**src/rtl/ixc_assign_pipe.sv**
```systemverilog
// ixc_assign_pipe: elastic carrier for a WIDTH-bit R->L word through STAGES register slices.
// Optional per-lane parity protection is built when IXC_ASSIGN_PIPE_PARITY_EN is defined.
module ixc_assign_pipe #(
  parameter int WIDTH  = 384,
  parameter int STAGES = 2,
  localparam int CW    = (STAGES < 1) ? 1 : $clog2(STAGES + 1)
) (
  input  logic             clk,
  input  logic             rst_n,
  input  logic [WIDTH-1:0] R,
  input  logic             r_valid,
  output logic             r_ready,
  output logic [WIDTH-1:0] L,
  output logic             l_valid,
  input  logic             l_ready,
  input  logic             flush,
  output logic [CW-1:0]    occ,
  output logic             par_err
);

  // Handshake: a beat crosses a side at each rising edge where that side's valid and ready
  // are both 1; a source never withdraws or changes a beat while valid=1 and ready=0.

`ifdef IXC_ASSIGN_PIPE_PARITY_EN
  localparam int NL = (WIDTH + 31) / 32;

  // Even parity per 32-bit lane; the top lane is zero-padded.
  function automatic logic [NL-1:0] lane_parity(input logic [WIDTH-1:0] w);
    logic [NL*32-1:0] wp;
    logic [NL-1:0]    p;
    wp = (NL * 32)'(w);
    for (int k = 0; k < NL; k++) begin
      p[k] = ^wp[k*32 +: 32];
    end
    return p;
  endfunction
`endif

  if (STAGES == 0) begin : g_wire
    assign L       = R;
    assign l_valid = r_valid & ~flush;
    assign r_ready = l_ready & ~flush;
    assign occ     = '0;
    assign par_err = 1'b0;
  end else begin : g_pipe
    logic [STAGES-1:0] v_q;
    logic [STAGES-1:0] v_d;
    logic [STAGES-1:0] rdy;
    logic [STAGES-1:0] ld;
    logic [WIDTH-1:0]  d_q [STAGES];
    logic [CW-1:0]     occ_q;
    logic [CW-1:0]     occ_d;

    // A stage is ready unless it and every stage after it is full while the sink stalls.
    always_comb begin
      logic full_tail;
      full_tail = 1'b1;
      rdy       = '0;
      for (int i = STAGES - 1; i >= 0; i--) begin
        full_tail = full_tail & v_q[i];
        rdy[i]    = ~full_tail | l_ready;
      end
    end

    always_comb begin
      v_d   = v_q;
      ld    = '0;
      occ_d = '0;
      ld[0] = rdy[0] & r_valid & ~flush;
      if (rdy[0]) v_d[0] = r_valid & ~flush;
      for (int i = 1; i < STAGES; i++) begin
        ld[i] = rdy[i] & v_q[i-1] & ~flush;
        if (rdy[i]) v_d[i] = v_q[i-1];
      end
      if (flush) v_d = '0;
      for (int i = 0; i < STAGES; i++) begin
        occ_d = occ_d + CW'(v_d[i]);
      end
    end

    always_ff @(posedge clk or negedge rst_n) begin
      if (!rst_n) begin
        v_q   <= '0;
        occ_q <= '0;
        for (int i = 0; i < STAGES; i++) begin
          d_q[i] <= '0;
        end
      end else begin
        v_q   <= v_d;
        occ_q <= occ_d;
        if (ld[0]) d_q[0] <= R;
        for (int i = 1; i < STAGES; i++) begin
          if (ld[i]) d_q[i] <= d_q[i-1];
        end
      end
    end

    assign L       = d_q[STAGES-1];
    assign l_valid = v_q[STAGES-1];
    // Gating with rst_n keeps the source stalled for the whole reset window.
    assign r_ready = rdy[0] & ~flush & rst_n;
    assign occ     = occ_q;

`ifdef IXC_ASSIGN_PIPE_PARITY_EN
    logic [NL-1:0] p_q [STAGES];
    logic          par_err_q;

    // Lane parities share the data load enables so they stay attached to their beat.
    always_ff @(posedge clk or negedge rst_n) begin
      if (!rst_n) begin
        par_err_q <= 1'b0;
        for (int i = 0; i < STAGES; i++) begin
          p_q[i] <= '0;
        end
      end else begin
        if (ld[0]) p_q[0] <= lane_parity(R);
        for (int i = 1; i < STAGES; i++) begin
          if (ld[i]) p_q[i] <= p_q[i-1];
        end
        if (v_q[STAGES-1] & l_ready & (lane_parity(d_q[STAGES-1]) != p_q[STAGES-1])) begin
          par_err_q <= 1'b1;
        end
      end
    end

    assign par_err = par_err_q;
`else
    assign par_err = 1'b0;
`endif
  end

endmodule

```
**config.mk**
```make
export PLATFORM = sky130hd
export DESIGN_NAME = ixc_assign_pipe
export DESIGN_NICKNAME = d
export VERILOG_FILES = /design/src/rtl/ixc_assign_pipe.sv
export SDC_FILE = /design/constraint.sdc
export NUM_CORES = 1
export LEC_CHECK = 0
export BUFFER_PORTS_ARGS = -buffer_cell sky130_fd_sc_hd__buf_2
export CAP_MARGIN = 30
export CORE_ASPECT_RATIO = 0.8
export CORE_MARGIN = 2
export CORE_UTILIZATION = 30
export DETAILED_ROUTE_END_ITERATION = 12
export SYNTH_ARGS = -nofsm -noshare
export SYNTH_HDL_FRONTEND = slang
export SYNTH_SLANG_ARGS = --single-unit
```
**constraint.sdc**
```tcl
create_clock -name clk -period 1.7 [get_ports clk]
set_input_delay 0.34 -clock clk [delete_from_list [all_inputs] [get_ports clk]]
set_output_delay 0.34 -clock clk [all_outputs]
set_load 0.005 [all_outputs]
```
==> results.md <==
* Status: finished with violations
* Failing checks: negative setup slack
* DP Wirelength at 50.7 mm
* Post-place setup slack at -0.291 ns
* Starting DRT DRC Count at between 700 and 800
* Sequential element share of the synthesized area at 61.5%
* Routed WL at 84.6 mm
* Setup_tns at -220.03 ns
* Mean number of vias per cell at 4.24
* Vias at around 19000
* Height of the chip at 293 µm
* I/O Buffers at 776
* Mapped Nets at 2411
* Relative slew slack at 59.8%
* Hold Slack at about 0.094 ns
* Critical Path End Type: flop
* Wire per inst at between 15 and 20 µm
* TritonRoute pass-1 iters at 4
* Total CTS buffers at 82
* Die width at 366 µm
* Simple logic cell fraction of the synthesized area at 0.187%
* Share of layout cells above drive strength 1 at 60.6%
* Total Power at 55.3 mW
* Pin count of the biggest net entering global routing at around 110
* Cell area after layout at 45100 µm²
* Final core utilization at a little over two fifths
* Syn Area/Cell at 15.5 µm²
* CTS max path bufs at 3
* Synth unique cells at 15
* Antenna-violating nets left at 0
* Clock sinks at ~770
* Skew final at 0.0139 ns
* Synth Area in Adders at 0.0399%
* GP Congestion at 0.749
* Achievable clock frequency at approximately 0.48 GHz
* Max-cap violations at 0
* Syn-to-layout area delta at 43.6%
* Post-synthesis mux area share at 27.5%
* Largest family of logic cells by synthesized area: multiplexers
* Worst slew pin tran at 0.602 ns
* Post-synthesis xor/xnor area fraction at 0%
* Placed Cells incl. Taps at about 3800
* Number of remaining DRC errors at 0
* CP Launch Type: flop
* CP Data Required Time at 2.21 ns
* Num ports at 778
* Min setup slack post-route at -0.370 ns
* Minimum clock period at 2.07 ns
* Crit-path max cell delay at between 0.4 and 0.5 ns
* Initial antenna violation count at 5
* H-tree depth at 3
* Clk_lat worst skew at 0.64 ns
* Gr ovfl total at 0
* Syn Inst Count at 2021
* Synth Area in Compound Gates at 0%
* First-pass GRT wire length at 118 mm
* Flops & latches, synth at between 700 and 800
* Netlist Area Pre-Place at 31400 µm²
* Cell taking the most area after synthesis: dfrtp_1
* Area after DPL at 34800 µm²
* Maximum vdd drop at approximately 0.00099 V
* Critical path arrival at 2.58 ns
* Worst path cell trace: buf_4 -> nor2b_4 -> or3b_4 -> buf_4 -> clkbuf_16 -> clkbuf_16 -> mux2_1
* Final cell count without fillers at 4441
* Final Hold Fails at 0
* Tot GR Track Use at between 10 and 15%
* Synth area leaders: dfrtp_1 62%, mux2_2 27%, buf_4 9.2%
* Pins Over Slew Limit at 0
* Critical setup path kind: reg -> reg
* Final period util at 122%
* PD cells at approximately 1200 nW/µm²
* Setup violations, final at 770
* Worst hold path class: in -> reg
* Starting density of the core at 30.2%
* Site row count at 106
* YS warnings at 0
* Core ar. at 104000 µm²
* Die area at 107000 µm²
* RSZ-0062 raised after global routing: true
* Leak Pwr at 21.5 nW
* Synth top area share at 61.5%
* Number of global-route vias before repair at 20300
* Slowest stage cell, crit path: or3b_4
* Max FO, Critical Path at 7
* Clk slew on worst S/H paths at 0.06 ns
* Final net count at 3361
* Root Driver: clkbuf_16
* CTS tree: built
sequential cells by signal, summed over array words and instances (netlist names):
name and cells:
L 384, occ 2, g_pipe.d_q 384, g_pipe.v_q 2
Yosys cell counts:
library cell,number
and3b_1,1
buf_2,78
buf_4,385
buf_6,6
clkbuf_1,1
conb_1,1
dfrtp_1,772
ha_1,1
mux2_1,29
mux2_2,739
nor2_1,4
nor2b_1,1
nor3b_1,1
nor3b_2,1
or3b_1,1
metal layers:
metal / track usage [%] / routed length (µm) / up-vias
met3: 4.07 / 6060 / 151
met2: 23.4 / 40900 / 558
met1: 16.7 / 35000 / 9620
met4: 5.31 / 2690 / 0
li1: - / - / 8500
met5: 0 / 0 / -
cells in the final DEF (no fill, tap or decap):
cell,Yosys,layout
buf_2,78,775
clkbuf_16,0,118
buf_6,6,11
ha_1,1,1
inv_16,0,1
mux2_4,0,398
clkinvlp_4,0,2
buf_4,385,29
and3b_2,0,1
buf_8,0,28
nor2b_4,0,1
clkbuf_8,0,14
dfrtp_1,772,772
dlygate4sd3_1,0,386
conb_1,1,1
diode_2,0,3
inv_6,0,3
or3b_4,0,1
mux2_2,739,359
buf_12,0,56
nor3b_4,0,2
clkinv_4,0,3
clkinv_2,0,10
nor2_1,4,4
buf_16,0,18
clkbuf_1,1,19
bufinv_16,0,8
clkinv_8,0,2
mux2_1,29,11
where the power goes:
part / switching (mW) / internal (mW)
registers: 2.20 / 22.6
logic: 4.46 / 7.44
clock network: 7.55 / 11.1
cells by family after synthesis:
kind of cell,count (synthesis)
other cells,1
buf+inv,470
mux,768
simple gates,9
flops,772
fa+ha+maj,1
cell type report:
class                      instances  area, µm²
antenna                            3       7.51
clock buffer                     118       2390
clock inverter                    29        410
fill                            9228      59000
multi-input combinational        779      10200
sequential                       772      19300
tap                             1404       1760
timing repair buffer            1336      10900
final timing paths:
kind                            startpoint            end  slack (ns)  cells past startpoint
max                          g_pipe.v_q[1]          L[53]       -0.37                      7
min                                  flush  g_pipe.v_q[0]        0.09                      3
max reg2reg                  g_pipe.v_q[1]          L[53]       -0.37                      7
min reg2reg                g_pipe.d_q[420]          L[36]        0.49                      1
max in group asynchronous            rst_n         L[112]        0.24                      4
min in group asynchronous            rst_n         L[353]        0.60                      3
worst max-delay path: cells and delay by family, from the launching register on:
family,cells,cell delay (ns)
DFF,1,0.38
and+or+nand+nor,2,0.60
muxes,1,0.30
buffers and inverters,4,0.66
what timing repair did:
item,in CTS,in global routing
gates resized for setup,228,357
hold endpoints to repair,785,0
buffers inserted,25,17
gates cloned,13,43
endpoints found under the setup margin,763,770
pin swaps,3,3
hold buffers,386,0
(Power assumes the default switching activity.)
